[src/rtl/fmem_reader_if.sv]
// Coefficient ROM read port plus the valid/ready coefficient stream of fmem_reader.
// The master side is the reader; the slave side is the ROM and the downstream consumer.
interface fmem_reader_if #(
   parameter int T  = 11,
   parameter int AW = 4
);
   logic [AW-1:0]       rom_addr;
   logic signed [T-1:0] rom_z;
   logic signed [T-1:0] m_data;
   logic                m_valid;
   logic                m_ready;
   logic                m_last;

   modport master (
      output rom_addr,
      input  rom_z,
      output m_data,
      output m_valid,
      output m_last,
      input  m_ready
   );

   modport slave (
      input  rom_addr,
      output rom_z,
      input  m_data,
      input  m_valid,
      input  m_last,
      output m_ready
   );
endinterface

[src/rtl/fmem_reader.sv]
// Streams the M filter coefficients of the fmem ROM on a valid/ready interface,
// with a 2-entry skid FIFO that absorbs the ROM's one-cycle read latency.
module fmem_reader #(
   parameter int M  = 9,
   parameter int T  = 11,
   parameter int AW = 4
) (
   input  logic            clk,
   input  logic            reset,
   input  logic            start,
   fmem_reader_if.master   bus,
   output logic            busy,
   output logic            done
);

   typedef enum logic [1:0] {IDLE, RUN, DRAIN} state_t;

   localparam logic [AW-1:0] LAST_ADDR = AW'(M - 1);

   state_t              state_q, state_d;
   logic [AW-1:0]       rom_addr_q, rom_addr_d;
   logic                inflight_q, inflight_d;
   logic                inflight_last_q, inflight_last_d;
   logic [1:0]          fifo_count_q, fifo_count_d;
   logic signed [T-1:0] head_data_q, head_data_d;
   logic signed [T-1:0] tail_data_q, tail_data_d;
   logic                head_last_q, head_last_d;
   logic                tail_last_q, tail_last_d;
   logic                busy_q, busy_d;
   logic                done_q, done_d;

   logic                pop;
   logic                issue;
   logic [1:0]          kept;

   // rom_addr always presents the next address to read, so the ROM output in the
   // cycle after an issue is exactly the word being captured.
   always_comb begin
      pop   = (fifo_count_q != 2'd0) && bus.m_ready;
      kept  = fifo_count_q - {1'b0, pop};
      issue = (state_q == RUN) && (({1'b0, kept} + {2'b00, inflight_q}) < 3'd2);

      state_d         = state_q;
      rom_addr_d      = rom_addr_q;
      inflight_d      = issue;
      inflight_last_d = issue && (rom_addr_q == LAST_ADDR);
      head_data_d     = head_data_q;
      head_last_d     = head_last_q;
      tail_data_d     = tail_data_q;
      tail_last_d     = tail_last_q;
      busy_d          = busy_q;
      done_d          = 1'b0;

      if (issue) begin
         rom_addr_d = (rom_addr_q == LAST_ADDR) ? '0 : rom_addr_q + AW'(1);
      end

      if (pop && (fifo_count_q == 2'd2)) begin
         head_data_d = tail_data_q;
         head_last_d = tail_last_q;
      end

      // A captured word lands at the head if the FIFO is empty after this pop.
      if (inflight_q) begin
         if (kept == 2'd0) begin
            head_data_d = bus.rom_z;
            head_last_d = inflight_last_q;
         end else begin
            tail_data_d = bus.rom_z;
            tail_last_d = inflight_last_q;
         end
      end

      fifo_count_d = kept + {1'b0, inflight_q};
      if (fifo_count_d == 2'd0) begin
         head_last_d = 1'b0;
      end

      case (state_q)
         IDLE: begin
            if (start) begin
               state_d    = RUN;
               busy_d     = 1'b1;
               rom_addr_d = '0;
            end
         end
         RUN: begin
            if (issue && (rom_addr_q == LAST_ADDR)) begin
               state_d = DRAIN;
            end
         end
         DRAIN: begin
            if (done_q) begin
               state_d = IDLE;
               busy_d  = 1'b0;
            end else if (pop && head_last_q) begin
               done_d = 1'b1;
            end
         end
         default: begin
            state_d = IDLE;
            busy_d  = 1'b0;
         end
      endcase
   end

   always_ff @(posedge clk or posedge reset) begin
      if (reset) begin
         state_q         <= IDLE;
         rom_addr_q      <= '0;
         inflight_q      <= 1'b0;
         inflight_last_q <= 1'b0;
         fifo_count_q    <= 2'd0;
         head_data_q     <= '0;
         head_last_q     <= 1'b0;
         tail_data_q     <= '0;
         tail_last_q     <= 1'b0;
         busy_q          <= 1'b0;
         done_q          <= 1'b0;
      end else begin
         state_q         <= state_d;
         rom_addr_q      <= rom_addr_d;
         inflight_q      <= inflight_d;
         inflight_last_q <= inflight_last_d;
         fifo_count_q    <= fifo_count_d;
         head_data_q     <= head_data_d;
         head_last_q     <= head_last_d;
         tail_data_q     <= tail_data_d;
         tail_last_q     <= tail_last_d;
         busy_q          <= busy_d;
         done_q          <= done_d;
      end
   end

   assign bus.rom_addr = rom_addr_q;
   assign bus.m_data   = head_data_q;
   assign bus.m_valid  = (fifo_count_q != 2'd0);
   assign bus.m_last   = head_last_q;
   assign busy         = busy_q;
   assign done         = done_q;

endmodule

[src/flat_wrapper.sv]
// flat-port wrapper written by rule: the top's interface ports become plain ports
module fmem_reader_flat 
#(
   parameter int M  = 9,
   parameter int T  = 11,
   parameter int AW = 4
)
  (clk, reset, start, busy, done, bus_rom_addr, bus_rom_z, bus_m_data, bus_m_valid, bus_m_last, bus_m_ready);
  fmem_reader_if #(.T(T), .AW(AW)) bus_i ();
  input  logic clk;
  input  logic reset;
  input  logic start;
  output logic busy;
  output logic done;
  output wire logic [$bits(bus_i.rom_addr)-1:0] bus_rom_addr;
  input wire logic [$bits(bus_i.rom_z)-1:0] bus_rom_z;
  output wire logic [$bits(bus_i.m_data)-1:0] bus_m_data;
  output wire logic [$bits(bus_i.m_valid)-1:0] bus_m_valid;
  output wire logic [$bits(bus_i.m_last)-1:0] bus_m_last;
  input wire logic [$bits(bus_i.m_ready)-1:0] bus_m_ready;
  assign bus_rom_addr = bus_i.rom_addr;
  assign bus_i.rom_z = bus_rom_z;
  assign bus_m_data = bus_i.m_data;
  assign bus_m_valid = bus_i.m_valid;
  assign bus_m_last = bus_i.m_last;
  assign bus_i.m_ready = bus_m_ready;
  fmem_reader #(.M(M), .T(T), .AW(AW)) u_core (.clk(clk), .reset(reset), .start(start), .bus(bus_i), .busy(busy), .done(done));
endmodule
[config.mk]
export PLATFORM = sky130hd
export DESIGN_NAME = fmem_reader_flat
export DESIGN_NICKNAME = d
export VERILOG_FILES = /design/src/rtl/fmem_reader_if.sv /design/src/rtl/fmem_reader.sv /design/src/flat_wrapper.sv
export SDC_FILE = /design/constraint.sdc
export NUM_CORES = 1
export LEC_CHECK = 0
export ABC_AREA = 1
export BUFFER_PORTS_ARGS = -buffer_cell sky130_fd_sc_hd__clkbuf_2
export CAP_MARGIN = 20
export CORE_UTILIZATION = 50
export CTS_BUF_LIST = sky130_fd_sc_hd__clkbuf_4 sky130_fd_sc_hd__clkbuf_8
export DETAILED_ROUTE_END_ITERATION = 10
export GPL_TIMING_DRIVEN = 1
export PLACE_DENSITY = 0.76
export RECOVER_POWER = 25
export SLEW_MARGIN = 20
export SYNTH_ARGS = -nofsm -noshare
export SYNTH_HDL_FRONTEND = slang
export SYNTH_SLANG_ARGS = --single-unit
[constraint.sdc]
create_clock -name clk -period 1.65 [get_ports clk]
set_input_delay 0.33 -clock clk [delete_from_list [all_inputs] [get_ports clk]]
set_output_delay 0.33 -clock clk [all_outputs]
set_load 0.02 [all_outputs]
==> impl_metrics.toml <==
[clock_network]
cts.sinks = 36
clkSlewWorstSetupHoldPaths_ns = 0.11
cts_buffer_depth = 2
hold_buffers = 0
clk_latency_ns = 0.34
htreeDepth = 2
cts_tree = "done"
cts-root-buf = "clkbuf_4"
cts_buffers = 5

[min_path]
min_path_cells = 3
hp-start = "bus_rom_z[6]"
hold_path_class = "input port to register"
whs_endpoint = "u_core.bus.m_data[6]"

[global_routing]
grt_pass1_vias = 1194
grt_max_degree = 37
track_usage_pct = 19.0
antenna_found_initial = 0
grt_overflow = 0
grt_pass1_wl_um = 5110

[floorplan]
die_y_um = 61.5
row_count = 21
die_area_um2 = 3780
core_area_um2 = 3360
io_pins = 34
initial_utilization_pct = 52.6
die_w_um = 61.5

[drt]
routed_wl_um = 3090
vias = 1378
dr.pass1.iters = 4
ant_nets = 0
drtIter0Drc = 47
post_drt_wl_per_cell_um = 10.7
viasPerCell = 4.75
drc = 0

[synthesis]
synth_area_per_cell_um2 = 8.72
syn_nets = 222
seq_area_frac_synth_pct = 50.9
synthTopCellsByArea = "dfrtp_1 (51%), nand2_1 (14%), inv_1 (5.1%), a21oi_2 (4.5%), ha_1 (2.8%)"
post_synth_num_cell_types = 22
yosys_register_bits = 36
ys_warn_count = 0
synth_top_area_share_pct = 50.9
synth_cells = 203
synth.cell_area_um2 = 1770
synth_area_leader_cell = "dfrtp_1"

[critical_path]
regToRegStartpoint = "u_core.fifo_count_q[0]"
critPathTopFamily = "flip-flops"
crit_path_top_delay_cell = "dfrtp_1"
cp_common_cell = "nand2_2"
arrival_ns = 1.82
rr_worst_depth = 11
reg2reg_setup_slack_ns = 0.10
cp.required_ns = 1.92
path_buf_inv = 3
crit_type = "register to register"
r2r_end = "u_core.bus.rom_addr[2]"
slowest_delay_ns = 0.43
critPathMaxFanout = 6
cp-end-kind = "register"
cp_cell_sequence = "inv_2 -> nand3_4 -> nand2_2 -> ha_2 -> inv_1 -> ha_4 -> nand3_4 -> inv_2 -> nand2_2 -> nand2_2 -> a21oi_1"
startpoint_type = "register"

[finish]
final_common_cell = "nand2_1"
area_growth_pct = 17.5
layout-drive-gt1-share_pct = 34.0
nNetsFinal = 262
final_cell_mix = "nand2_1 (64), dfrtp_1 (36), clkbuf_2 (34)"
diodes = 0

[timing]
period_share_pct = 93.9
tns_ns = 0
fmax_mhz = 646
maxSlewHeadroom_pct = 42.5
min_period_ns = 1.55
worst_pin_slew_ns = 0.862
skew_ns = 0.00511
hold_ws_ns = 0.200
finalMaxSlewViolations = 0
hold_violations = 0
setup_viol = 0

[run_status]
status = "finished, final reports clean"

[pwr]
powerDensity_nw_per_um2 = 743
p_leak_nw = 1.17
peakVddDrop_uv = 552

[place]
port_buffers = 33
dp_hpwl_um = 2120
globalplace.congestion = 0.829

[flow_run]
drv_cap = 0
[power by group]
| part | total (mW) | internal [mW] | switching, mW |
|---|---|---|---|
| sequential | 0.882 | 0.882 | 0 |
| combinational | 0.0428 | 0.0138 | 0.0291 |
| clock | 0.621 | 0.334 | 0.287 |
| total | 1.55 | 1.23 | 0.316 |
[routing by layer]
metal  up-vias  GRT usage (%)  share of wire [%]  wire length, um
met1       629           26.0                 48             1470
met2        30           27.6                 46             1420
met5         -              0                  0                0
met4         0           10.5                2.5               77
met3        10           4.62                3.9              120
li1        709              -                  -                -
[registers in the layout, indices dropped and copies added (netlist names)]
signal,count
u_core.tail_data_q,11
u_core.fifo_count_q,2
u_core.inflight_last_q,1
u_core.busy,1
u_core.bus.rom_addr,4
u_core.bus.m_last,1
u_core.inflight_q,1
u_core.tail_last_q,1
u_core.bus.m_data,11
u_core.done,1
u_core.state_q,2
[area by class of cell]
type / instances / area, um^2
clock buffer: 6 / 45.0
clock inverter: 2 / 35.0
fill: 336 / 1280
inverter: 27 / 101
multi-input combinational: 134 / 732
sequential: 36 / 901
tap: 46 / 57.6
timing repair buffer: 39 / 208
[synth_stat cells]
| cell type | count |
|---|---|
| inv_1 | 24 |
| nand3_2 | 2 |
| nand2_1 | 67 |
| nand2_4 | 3 |
| ha_1 | 4 |
| nor2_2 | 7 |
| buf_4 | 1 |
| a21oi_1 | 4 |
| o21ai_2 | 1 |
| nand4_1 | 4 |
| a21oi_2 | 9 |
| buf_12 | 1 |
| o21ai_0 | 10 |
| dfrtp_1 | 36 |
| nor2_1 | 13 |
| or2_2 | 1 |
| nand3_4 | 1 |
| nand2_2 | 1 |
| nand3_1 | 4 |
| o21ai_1 | 3 |
| buf_6 | 4 |
| inv_2 | 3 |
[what timing repair did]
action,4_1_cts,5_1_grt
gates resized for setup,0,5
pin swaps,0,1
buffers inserted,1,0
hold endpoints to repair,0,0
endpoints found under the setup margin,2,5
[cell families (layout without fill, tap and decap cells)]
kind of cell,Yosys count,count (layout),synth area share (%)
AO/OA/AOI/OAI,27,27,9.75
adder cells (fa/ha/maj),4,4,2.83
buffers and inverters,33,74,9.82
flip-flops,36,36,50.9
AND/OR/NAND/NOR,103,103,26.7
[how the worst max path moves through the flow]
stage,start,end,cells after the start,slack (ns)
2_1_floorplan,u_core.fifo_count_q[0],u_core.bus.m_last,10,0.003
3_3_place_gp,bus_m_ready,u_core.bus.rom_addr[3],12,0.04
3_5_place_dp,bus_m_ready,u_core.bus.rom_addr[0],12,-0.01
4_1_cts,u_core.fifo_count_q[0],u_core.bus.rom_addr[0],11,0.001
5_1_grt,u_core.fifo_count_q[0],u_core.bus.rom_addr[3],11,-0.007
6_report,u_core.fifo_count_q[0],u_core.bus.rom_addr[2],11,0.10
[worst min-delay path, cell delays in order]
cell	delay, ns
clkbuf_2	0.09
nand2_1	0.04
nand2_1	0.05
[through the flow]
| stage | area [um^2] | worst slack [ns] | utilization [%] | instances | power (mW) |
|---|---|---|---|---|---|
| finish | 2080 | 0.101 | 61.8 | 290 | 1.55 |
| global route | 2080 | -0.00679 | 61.8 | 290 | 1.61 |
| CTS | 2060 | 0.00135 | 61.2 | 290 | 1.57 |
| detailed placement | 1970 | -0.0122 | 58.6 | 281 | 0.944 |
| global placement | 1970 | 0.0450 | 58.6 | 281 | 0.944 |
| floorplan | 1780 | 0.00306 | - | 203 | 0.914 |
Note: power is estimated with default switching activity, not from simulation.
